[src/rtl/keypad_pkg.sv]
// Shared types and constants for the keypad scanner and its downstream debouncer.
package keypad_pkg;

  typedef enum logic [1:0] {
    DRIVE  = 2'd0,
    SAMPLE = 2'd1,
    HOLD   = 2'd2
  } scan_state_t;

  localparam int NUM_ROWS   = 4;
  localparam int NUM_COLS   = 4;
  localparam int KEY_CODE_W = 8;

  localparam logic [NUM_COLS-1:0] IDLE_COLS_N = 4'b1110;

  // Index of the lowest-numbered row reading low; rows must not be all-ones.
  function automatic logic [1:0] low_row_idx(input logic [NUM_ROWS-1:0] rows);
    logic [1:0] idx;
    idx = 2'd0;
    for (int i = NUM_ROWS - 1; i >= 0; i--) begin
      if (!rows[i]) idx = 2'(i);
    end
    return idx;
  endfunction

endpackage

[src/rtl/keypad_if.sv]
// Keypad matrix lines plus the decoded key report handed to the debouncer.
interface keypad_if;
  import keypad_pkg::*;

  logic [NUM_ROWS-1:0]   row_n;
  logic [NUM_COLS-1:0]   col_n;
  logic [KEY_CODE_W-1:0] key_code;
  logic                  key_pressed;

  modport master (input row_n, output col_n, output key_code, output key_pressed);
  modport slave  (output row_n, input col_n, input key_code, input key_pressed);

endinterface

[src/rtl/keypad_scanner_sync2.sv]
// Two-flop synchronizer; flops reset to 1 to match idle pulled-up lines.
module sync2 #(
  parameter int WIDTH = 4
) (
  input  logic             clk,
  input  logic             reset,
  input  logic [WIDTH-1:0] d,
  output logic [WIDTH-1:0] q
);

  logic [WIDTH-1:0] meta;

  // Two-stage capture of the asynchronous input.
  always_ff @(posedge clk) begin
    if (!reset) begin
      meta <= '1;
      q    <= '1;
    end else begin
      meta <= d;
      q    <= meta;
    end
  end

endmodule

[src/rtl/keypad_scanner.sv]
// 4x4 keypad scanner: walks the columns, locks on a pressed key and reports it.
//
//   state  | meaning
//   DRIVE  | column driven, waiting for rows to settle through the synchronizer
//   SAMPLE | rows examined once; either lock the key or move to the next column
//   HOLD   | key down, column frozen until every row reads high again
module keypad_scanner
  import keypad_pkg::*;
#(
  parameter int SETTLE_CYCLES = 3
) (
  input  logic     clk,
  input  logic     reset,
  keypad_if.master kp
);

  localparam logic [3:0] SETTLE_LAST = 4'(SETTLE_CYCLES - 1);

  scan_state_t           state, state_nx;
  logic [1:0]            col_idx, col_idx_nx;
  logic [3:0]            settle_cnt, settle_cnt_nx;
  logic [KEY_CODE_W-1:0] key_code_q, key_code_nx;
  logic                  key_pressed_q, key_pressed_nx;
  logic [NUM_ROWS-1:0]   rows_s;
  logic [2*NUM_COLS-1:0] col_rot;

  sync2 #(.WIDTH(NUM_ROWS)) u_row_sync (
    .clk   (clk),
    .reset (reset),
    .d     (kp.row_n),
    .q     (rows_s)
  );

  // Rotating the idle pattern gives the one-hot-low column drive for col_idx.
  assign col_rot        = {IDLE_COLS_N, IDLE_COLS_N} << col_idx;
  assign kp.col_n       = col_rot[2*NUM_COLS-1:NUM_COLS];
  assign kp.key_code    = key_code_q;
  assign kp.key_pressed = key_pressed_q;

  // State, column, settle counter and key report registers.
  always_ff @(posedge clk) begin
    if (!reset) begin
      state         <= DRIVE;
      col_idx       <= 2'd0;
      settle_cnt    <= 4'd0;
      key_code_q    <= '0;
      key_pressed_q <= 1'b0;
    end else begin
      state         <= state_nx;
      col_idx       <= col_idx_nx;
      settle_cnt    <= settle_cnt_nx;
      key_code_q    <= key_code_nx;
      key_pressed_q <= key_pressed_nx;
    end
  end

  // Next-state logic: settle, sample with lowest-row priority, hold until release.
  always_comb begin
    state_nx       = state;
    col_idx_nx     = col_idx;
    settle_cnt_nx  = settle_cnt;
    key_code_nx    = key_code_q;
    key_pressed_nx = key_pressed_q;
    case (state)
      DRIVE: begin
        if (settle_cnt == SETTLE_LAST) begin
          settle_cnt_nx = 4'd0;
          state_nx      = SAMPLE;
        end else begin
          settle_cnt_nx = settle_cnt + 4'd1;
        end
      end
      SAMPLE: begin
        if (rows_s == 4'b1111) begin
          col_idx_nx = col_idx + 2'd1;
          state_nx   = DRIVE;
        end else begin
          key_code_nx    = {4'b0001 << low_row_idx(rows_s), 4'b0001 << col_idx};
          key_pressed_nx = 1'b1;
          state_nx       = HOLD;
        end
      end
      HOLD: begin
        if (rows_s == 4'b1111) begin
          key_pressed_nx = 1'b0;
          col_idx_nx     = col_idx + 2'd1;
          state_nx       = DRIVE;
        end
      end
      default: begin
        state_nx      = DRIVE;
        col_idx_nx    = 2'd0;
        settle_cnt_nx = 4'd0;
      end
    endcase
  end

endmodule

[src/flat_wrapper.sv]
// flat-port wrapper written by rule: the top's interface ports become plain ports
module keypad_scanner_flat import keypad_pkg::*;
#(
  parameter int SETTLE_CYCLES = 3
)
  (clk, reset, kp_row_n, kp_col_n, kp_key_code, kp_key_pressed);
  keypad_if kp_i ();
  input  logic clk;
  input  logic reset;
  input wire logic [$bits(kp_i.row_n)-1:0] kp_row_n;
  output wire logic [$bits(kp_i.col_n)-1:0] kp_col_n;
  output wire logic [$bits(kp_i.key_code)-1:0] kp_key_code;
  output wire logic [$bits(kp_i.key_pressed)-1:0] kp_key_pressed;
  assign kp_i.row_n = kp_row_n;
  assign kp_col_n = kp_i.col_n;
  assign kp_key_code = kp_i.key_code;
  assign kp_key_pressed = kp_i.key_pressed;
  keypad_scanner #(.SETTLE_CYCLES(SETTLE_CYCLES)) u_core (.clk(clk), .reset(reset), .kp(kp_i));
endmodule
[config.mk]
export PLATFORM = sky130hd
export DESIGN_NAME = keypad_scanner_flat
export DESIGN_NICKNAME = d
export VERILOG_FILES = /design/src/rtl/keypad_pkg.sv /design/src/rtl/keypad_if.sv /design/src/rtl/keypad_scanner_sync2.sv /design/src/rtl/keypad_scanner.sv /design/src/flat_wrapper.sv
export SDC_FILE = /design/constraint.sdc
export NUM_CORES = 1
export LEC_CHECK = 0
export ABC_AREA = 1
export CAP_MARGIN = 5
export CELL_PAD_IN_SITES_DETAIL_PLACEMENT = 0
export CELL_PAD_IN_SITES_GLOBAL_PLACEMENT = 1
export CORE_ASPECT_RATIO = 1.1
export CORE_MARGIN = 2
export CORE_UTILIZATION = 38
export DETAILED_ROUTE_END_ITERATION = 10
export GPL_TIMING_DRIVEN = 0
export PLACE_DENSITY = 0.85
export REMOVE_ABC_BUFFERS = 1
export SLEW_MARGIN = 25
export SYNTH_ARGS = -nofsm -noshare
export SYNTH_HDL_FRONTEND = slang
export SYNTH_SLANG_ARGS = --single-unit
[constraint.sdc]
create_clock -name clk -period 1.3 [get_ports clk]
set_input_delay 0.26 -clock clk [delete_from_list [all_inputs] [get_ports clk]]
set_output_delay 0.26 -clock clk [all_outputs]
set_load 0.01 [all_outputs]
==> flow_summary.ini, run 1 <==
[clock_tree]
clock_sinks = 25
clk_transition_reported_paths_ps = 140
cts-htree-levels = 1
root_buffer = clkbuf_4
cts_tree = built
worst_skew_pair.late_latency_ps = 310
cts-buffers-inserted = 3
holdBufCountCts = 0
cts-root-to-sink-buffers = 2

[sta]
final_critical_path_setup_slack_ps = -73.6
grt_setup_unrepaired = true
layout_min_cycle_time_ps = 1370
setup_violations = 4
relSlewSlack_pct = 76.2
clock_skew_ps = 2.87
final-max-slew-violation-count = 0
fmax_ghz = 0.728
hold-worst-slack_ps = 340
report.final.hold_viol_count = 0
max_slew.worst_pin.slew_ps = 356
timing.final.crit_share_pct = 106

[pwr]
power.share.switching_pct = 37.7
clock_power_share_pct = 13.1
power_switching_mw = 1.03
cell_internal_pwr_mw = 1.71
irDropWorstVdd_v = 0.000948
power_density_nw_per_um2 = 1800
seqPwrFrac_pct = 37.3
p_leak_nw = 0.726
share_comb_of_total_power_pct = 49.6

[yosys]
post_synth_edffs = 0
synth_top_area_cell = dfxtp_1
synth_top_flop_cell = dfxtp_1
post_synth_num_cell_types = 20
synthesis.area_um2 = 1160
proportion_of_synthesized_chip_area_in_sequential_cells_pct = 43.2
synth_async_sr_flop_share_pct = 0
postSynthCellCount = 144
yosysWarnings = 0
synth.area.top_cells = dfxtp_1 43%, ha_1 14%, nand2_1 7.1%, nor2_1 7.1%, inv_1 5.5%
ys_top_cells_by_count = 25 x dfxtp_1, 22 x nand2_1, 22 x nor2_1
postSynthRegisterBits = 25
syn-mean-instance-area_um2 = 8.05
top_cell_type_s_share_of_synthesized_area_pct = 43.2
cell_with_the_most_instances_after_synthesis = dfxtp_1

[final_layout]
fill_cells = 290
ant_cells = 0
final-instance-count-excl-fill = 202
drive_gt1_share_pct = 29.2
layout.nets = 188
final_cell_area_um2 = 1530
layout-area-overhead-vs-synth_pct = 31.7

[routing]
avgRoutedWirePerCell_um = 10.3
drt_iter0_drc = 2
antenna_violating_nets_left = 0
remaining_drc_errors = 0
routed-via-count = 889
finalWirelength_um = 2090
drt_pass1_iterations = 4
via_count_normalized_by_instance_count = 4.40

[global_routing]
m3_gr_usage_pct = 1.86
grt-ovfl-total = 0
initial_antenna_violation_count = 0
grt_pass1_wl_um = 3330
global_route.usage.met2_pct = 24.1
number_of_global_route_vias_before_repair = 845
highest_utilization_routing_layer_at_the_global_route_stage = met2
tot_gr_track_use_pct = 12.3
grt_use_met1_pct = 12.9
grt_start_max_net_pins = 17

[floorplanning]
start_util_pct = 39.0
num_rows = 21
die_h_um = 61.9
chip_width_um = 56.6
coreArea_um2 = 2970
design.portCount = 19
design.die.area_um2 = 3510

[outcome]
run_status = complete, but fails checks
failed_checks = negative setup slack

[place]
dpl_cell_area_um2 = 1330
pre_cts_slack_ps = -352
hpwl_um = 1350
numPlacedInstances = 189
numPortBuffers = 18
gp_congestion = 0.789

[job]
cap_violations = 0

[setup_path]
end_kind = output pin
worst_ep_arrival_time_ps = 1110
path_class = register to output pin
critPathMaxFanout = 4
cp-start-kind = register
worst_ep_required_ps = 1040

[hold_path]
min-delay-path-class = primary input to register
-- worst paths after layout --
| path | startpoint | to | slack [ps] | cells past startpoint |
|---|---|---|---|---|
| setup / recovery | u_core.col_idx[1] | kp_col_n[2] | -70 | 4 |
| hold / removal | reset | u_core.col_idx[1] | 340 | 3 |
| setup reg to reg | u_core.col_idx[0] | u_core.kp.key_code[1] | 40 | 6 |
| hold reg to reg | u_core.u_row_sync.meta[3] | u_core.u_row_sync.q[3] | 430 | 1 |
-- routing by layer --
| layer | wire (um) | up-vias | part of all wire [%] |
|---|---|---|---|
| li1 | - | 484 | - |
| met1 | 874 | 388 | 42 |
| met2 | 1130 | 15 | 54 |
| met3 | 67 | 2 | 3.2 |
| met4 | 19 | 0 | 0.91 |
| met5 | 0 | - | 0 |
-- cell usage in the layout, fill, tap and decap left out, types with 7 or more instances in the layout --
cell type	count
nand2_1	22
nor2_1	21
dfxtp_1	20
inv_1	11
dlygate4sd2_1	9
or2_2	8
ha_1	8
a21oi_1	7
buf_4	7
-- what timing repair did --
item / 4_1_cts / 5_1_grt
resized for setup: 44 / 17
pin swaps: 0 / 1
setup buffers: 5 / 4
setup endpoints to repair: 17 / 21
-- flip-flops by register name, summed over array words and instances (netlist names) --
name	flops
u_core.kp.key_pressed	1
u_core.settle_cnt	4
u_core.col_idx	2
u_core.kp.key_code	8
u_core.u_row_sync.meta	4
u_core.state	2
u_core.u_row_sync.q	4
-- layout make-up --
type	count	area [um2]	share of cell area (%)
clock inverters	1	8.76	0.574
clock buffers	3	22.5	1.48
inverters	18	72.6	4.75
well taps	34	42.5	2.79
flip-flops and latches	25	514	33.7
multi-input cells	94	621	40.7
repair buffers	27	245	16.1
-- critical path: stages, from the launching register on --
cell and delay (ps):
dfxtp_4 390, buf_6 120, ha_4 150, inv_2 50
buf_6 90
-- logic make-up (layout without fill, tap and decap cells) --
| group | count (synthesis) | after routing | synth area share, % |
|---|---|---|---|
| AOI/OAI and AO/OA | 15 | 15 | 6.80 |
| and+or+nand+nor | 64 | 64 | 24.3 |
| DFF | 25 | 25 | 43.2 |
| xor gates and xnor gates | 2 | 2 | 1.51 |
| buffers and inverters | 25 | 49 | 10.2 |
| adders and majority gates | 13 | 13 | 14.0 |
-- per-stage QoR --
step                      total power, mW  util (%)  TNS [ps]
after CTS                            2.48      48.2      -331
after detailed placement             1.91      44.8     -4470
after global routing                 2.99      51.4      -436
after floorplan                      1.58         -         0
after global placement               1.87      44.8     -4230
final                                2.75      51.4      -191
-- power groups by stage --
stage / Combinational (mW) / Sequential [mW] / Clock, mW
after floorplan: 0.580 / 0.998 / 0
after global placement: 0.873 / 0.999 / 0
after detailed placement: 0.897 / 1.01 / 0
after CTS: 1.08 / 1.01 / 0.386
after global routing: 1.53 / 1.04 / 0.414
final: 1.36 / 1.02 / 0.359
Note: power is estimated with default switching activity, not from simulation.
==> run 2: changes to the inputs <==
==> constraint.sdc (replaced) <==
create_clock -name clk -period 1.4 [get_ports clk]
set_input_delay 0.28 -clock clk [delete_from_list [all_inputs] [get_ports clk]]
set_output_delay 0.28 -clock clk [all_outputs]
set_load 0.01 [all_outputs]
==> flow_summary.ini, run 2 (synthesis gave the netlist of run 1 again) <==
[outcome]
run_status = complete, but fails checks
failed_checks = negative setup slack

[pwr]
power_switching_mw = 0.935
p_leak_nw = 0.702
power_density_nw_per_um2 = 1670
fin_total_pwr_mw = 2.48
irDropWorstVdd_v = 0.000856
share_comb_of_total_power_pct = 48.0
power.share.switching_pct = 37.7
cell_internal_pwr_mw = 1.55
seqPwrFrac_pct = 38.2
clock_power_share_pct = 13.8

[final_layout]
layout-area-overhead-vs-synth_pct = 28.4
finish.utilization_pct = 50.1
most_frequent_standard_cell_in_the_layout_excluding_fill_and_tap_cells = nand2_1
largest_register_ffs = 8
ant_cells = 0
layout.nets = 186
drive_gt1_share_pct = 26.5
most-common-layout-cells = 22 x nand2_1, 21 x nor2_1, 21 x dfxtp_1, 12 x inv_1, 9 x dlygate4sd2_1
final-instance-count-excl-fill = 200

[setup_path]
path_class = register to output pin
timing.rr.start = u_core.col_idx[0]
worstReg2RegEnd = u_core.kp.key_code[3]
worst_r2r_path_depth = 6
cp_cell_sequence = buf_6 > ha_4 > inv_2 > buf_6
critPathSlowestCell = dfxtp_4
worst_path_most_repeated_cell = buf_6
worst_ep_required_ps = 1120
r2r_setup_slack_ps = 140
critPathMaxFanout = 4
cp-start-kind = register
critical-path-max-stage-delay_ps = 400
end_kind = output pin
worst_ep_arrival_time_ps = 1130

[routing]
via_count_normalized_by_instance_count = 4.44
drt_pass1_iterations = 4
antenna_violating_nets_left = 0
routed-via-count = 888
avgRoutedWirePerCell_um = 10.2
finalWirelength_um = 2040
remaining_drc_errors = 0
drt_iter0_drc = 17

[place]
numPortBuffers = 18
gp_congestion = 0.789
pre_cts_slack_ps = -272
numPlacedInstances = 189
hpwl_um = 1350

[global_routing]
number_of_global_route_vias_before_repair = 822
grt_start_max_net_pins = 17
tot_gr_track_use_pct = 12.2
grt-ovfl-total = 0
grt_pass1_wl_um = 3320
initial_antenna_violation_count = 0

[clock_tree]
worst_skew_pair.late_latency_ps = 320
cts-root-to-sink-buffers = 2
clk_transition_reported_paths_ps = 140
root_buffer = clkbuf_4
cts-htree-levels = 1
clock_sinks = 25
cts_tree = built
cts-buffers-inserted = 3
holdBufCountCts = 0

[floorplanning]
coreArea_um2 = 2970
die_h_um = 61.9
design.die.area_um2 = 3510
num_rows = 21
design.portCount = 19
chip_width_um = 56.6
start_util_pct = 39.0

[job]
cap_violations = 0

[sta]
max_slew.worst_pin.slew_ps = 351
final-max-slew-violation-count = 0
clock_skew_ps = 5.44
fmax_ghz = 0.711
timing.final.crit_share_pct = 101
grt_setup_unrepaired = true
layout_min_cycle_time_ps = 1410
report.final.hold_viol_count = 0
setup_violations = 2
relSlewSlack_pct = 76.5
final_critical_path_setup_slack_ps = -7.00

[hold_path]
worstHoldEndpoint = u_core.u_row_sync.q[3]
min_path_cells = 1
min-delay-path-class = register to register
min_from = u_core.u_row_sync.meta[3]
## run 2: final cells by class
type,count,area (um2)
Clock buffer,3,22.5
Clock inverter,1,8.76
Inverter,18,75.1
Multi-Input combinational cell,94,601
Timing Repair Buffer,25,228
Fill cell,300,1480
Tap cell,34,42.5
Sequential cell,25,510
## run 2: how the worst max path moves through the flow
stage                 startpoint                        end  slack [ps]  depth (start not counted)
6_report       u_core.col_idx[0]                kp_col_n[1]          -7                          4
2_1_floorplan    u_core.state[0]       u_core.settle_cnt[3]         170                          6
5_1_grt        u_core.col_idx[0]                kp_col_n[1]         -70                          4
3_3_place_gp               reset  u_core.u_row_sync.meta[3]        -260                          3
4_1_cts        u_core.col_idx[1]                kp_col_n[0]         -20                          4
3_5_place_dp               reset     u_core.u_row_sync.q[1]        -270                          3
## run 2: metal layers
metal / vias up / track usage [%] / share of wire [%]
li1: 483 / - / -
met1: 392 / 13.1 / 43
met4: 0 / 6.46 / 0.93
met3: 2 / 1.86 / 2.8
met5: - / 0 / 0
met2: 11 / 23.6 / 53
## run 2: worst max-delay path: cells and delay by family, from the launching register on
family	cells	cell delay (ps)
adder cells (fa/ha/maj)	1	150
buffers and inverters	3	260
flip-flops	1	400
## run 2: what timing repair did
| item | 4_1_cts | 5_1_grt |
|---|---|---|
| setup buffers | 4 | 3 |
| gates cloned | 0 | 0 |
| setup endpoints to repair | 14 | 12 |
| resized for setup | 44 | 10 |
| pin swaps | 0 | 3 |
## run 2: metrics by stage
stage	instance area, um2	TNS, ps	hold slack, ps
global placement	1330	-2880	394
detailed placement	1330	-3070	401
CTS	1420	-19.0	436
global route	1490	-149	453
finish	1490	-12.2	431
floorplan	1110	0	387
## run 2: power by group through the flow
| stage | Clock (mW) | Sequential (mW) | Combinational, mW |
|---|---|---|---|
| final | 0.341 | 0.949 | 1.19 |
| after detailed placement | 0 | 0.936 | 0.833 |
| after global placement | 0 | 0.928 | 0.810 |
| after global routing | 0.395 | 0.967 | 1.35 |
| after CTS | 0.358 | 0.935 | 0.985 |
| after floorplan | 0 | 0.927 | 0.538 |
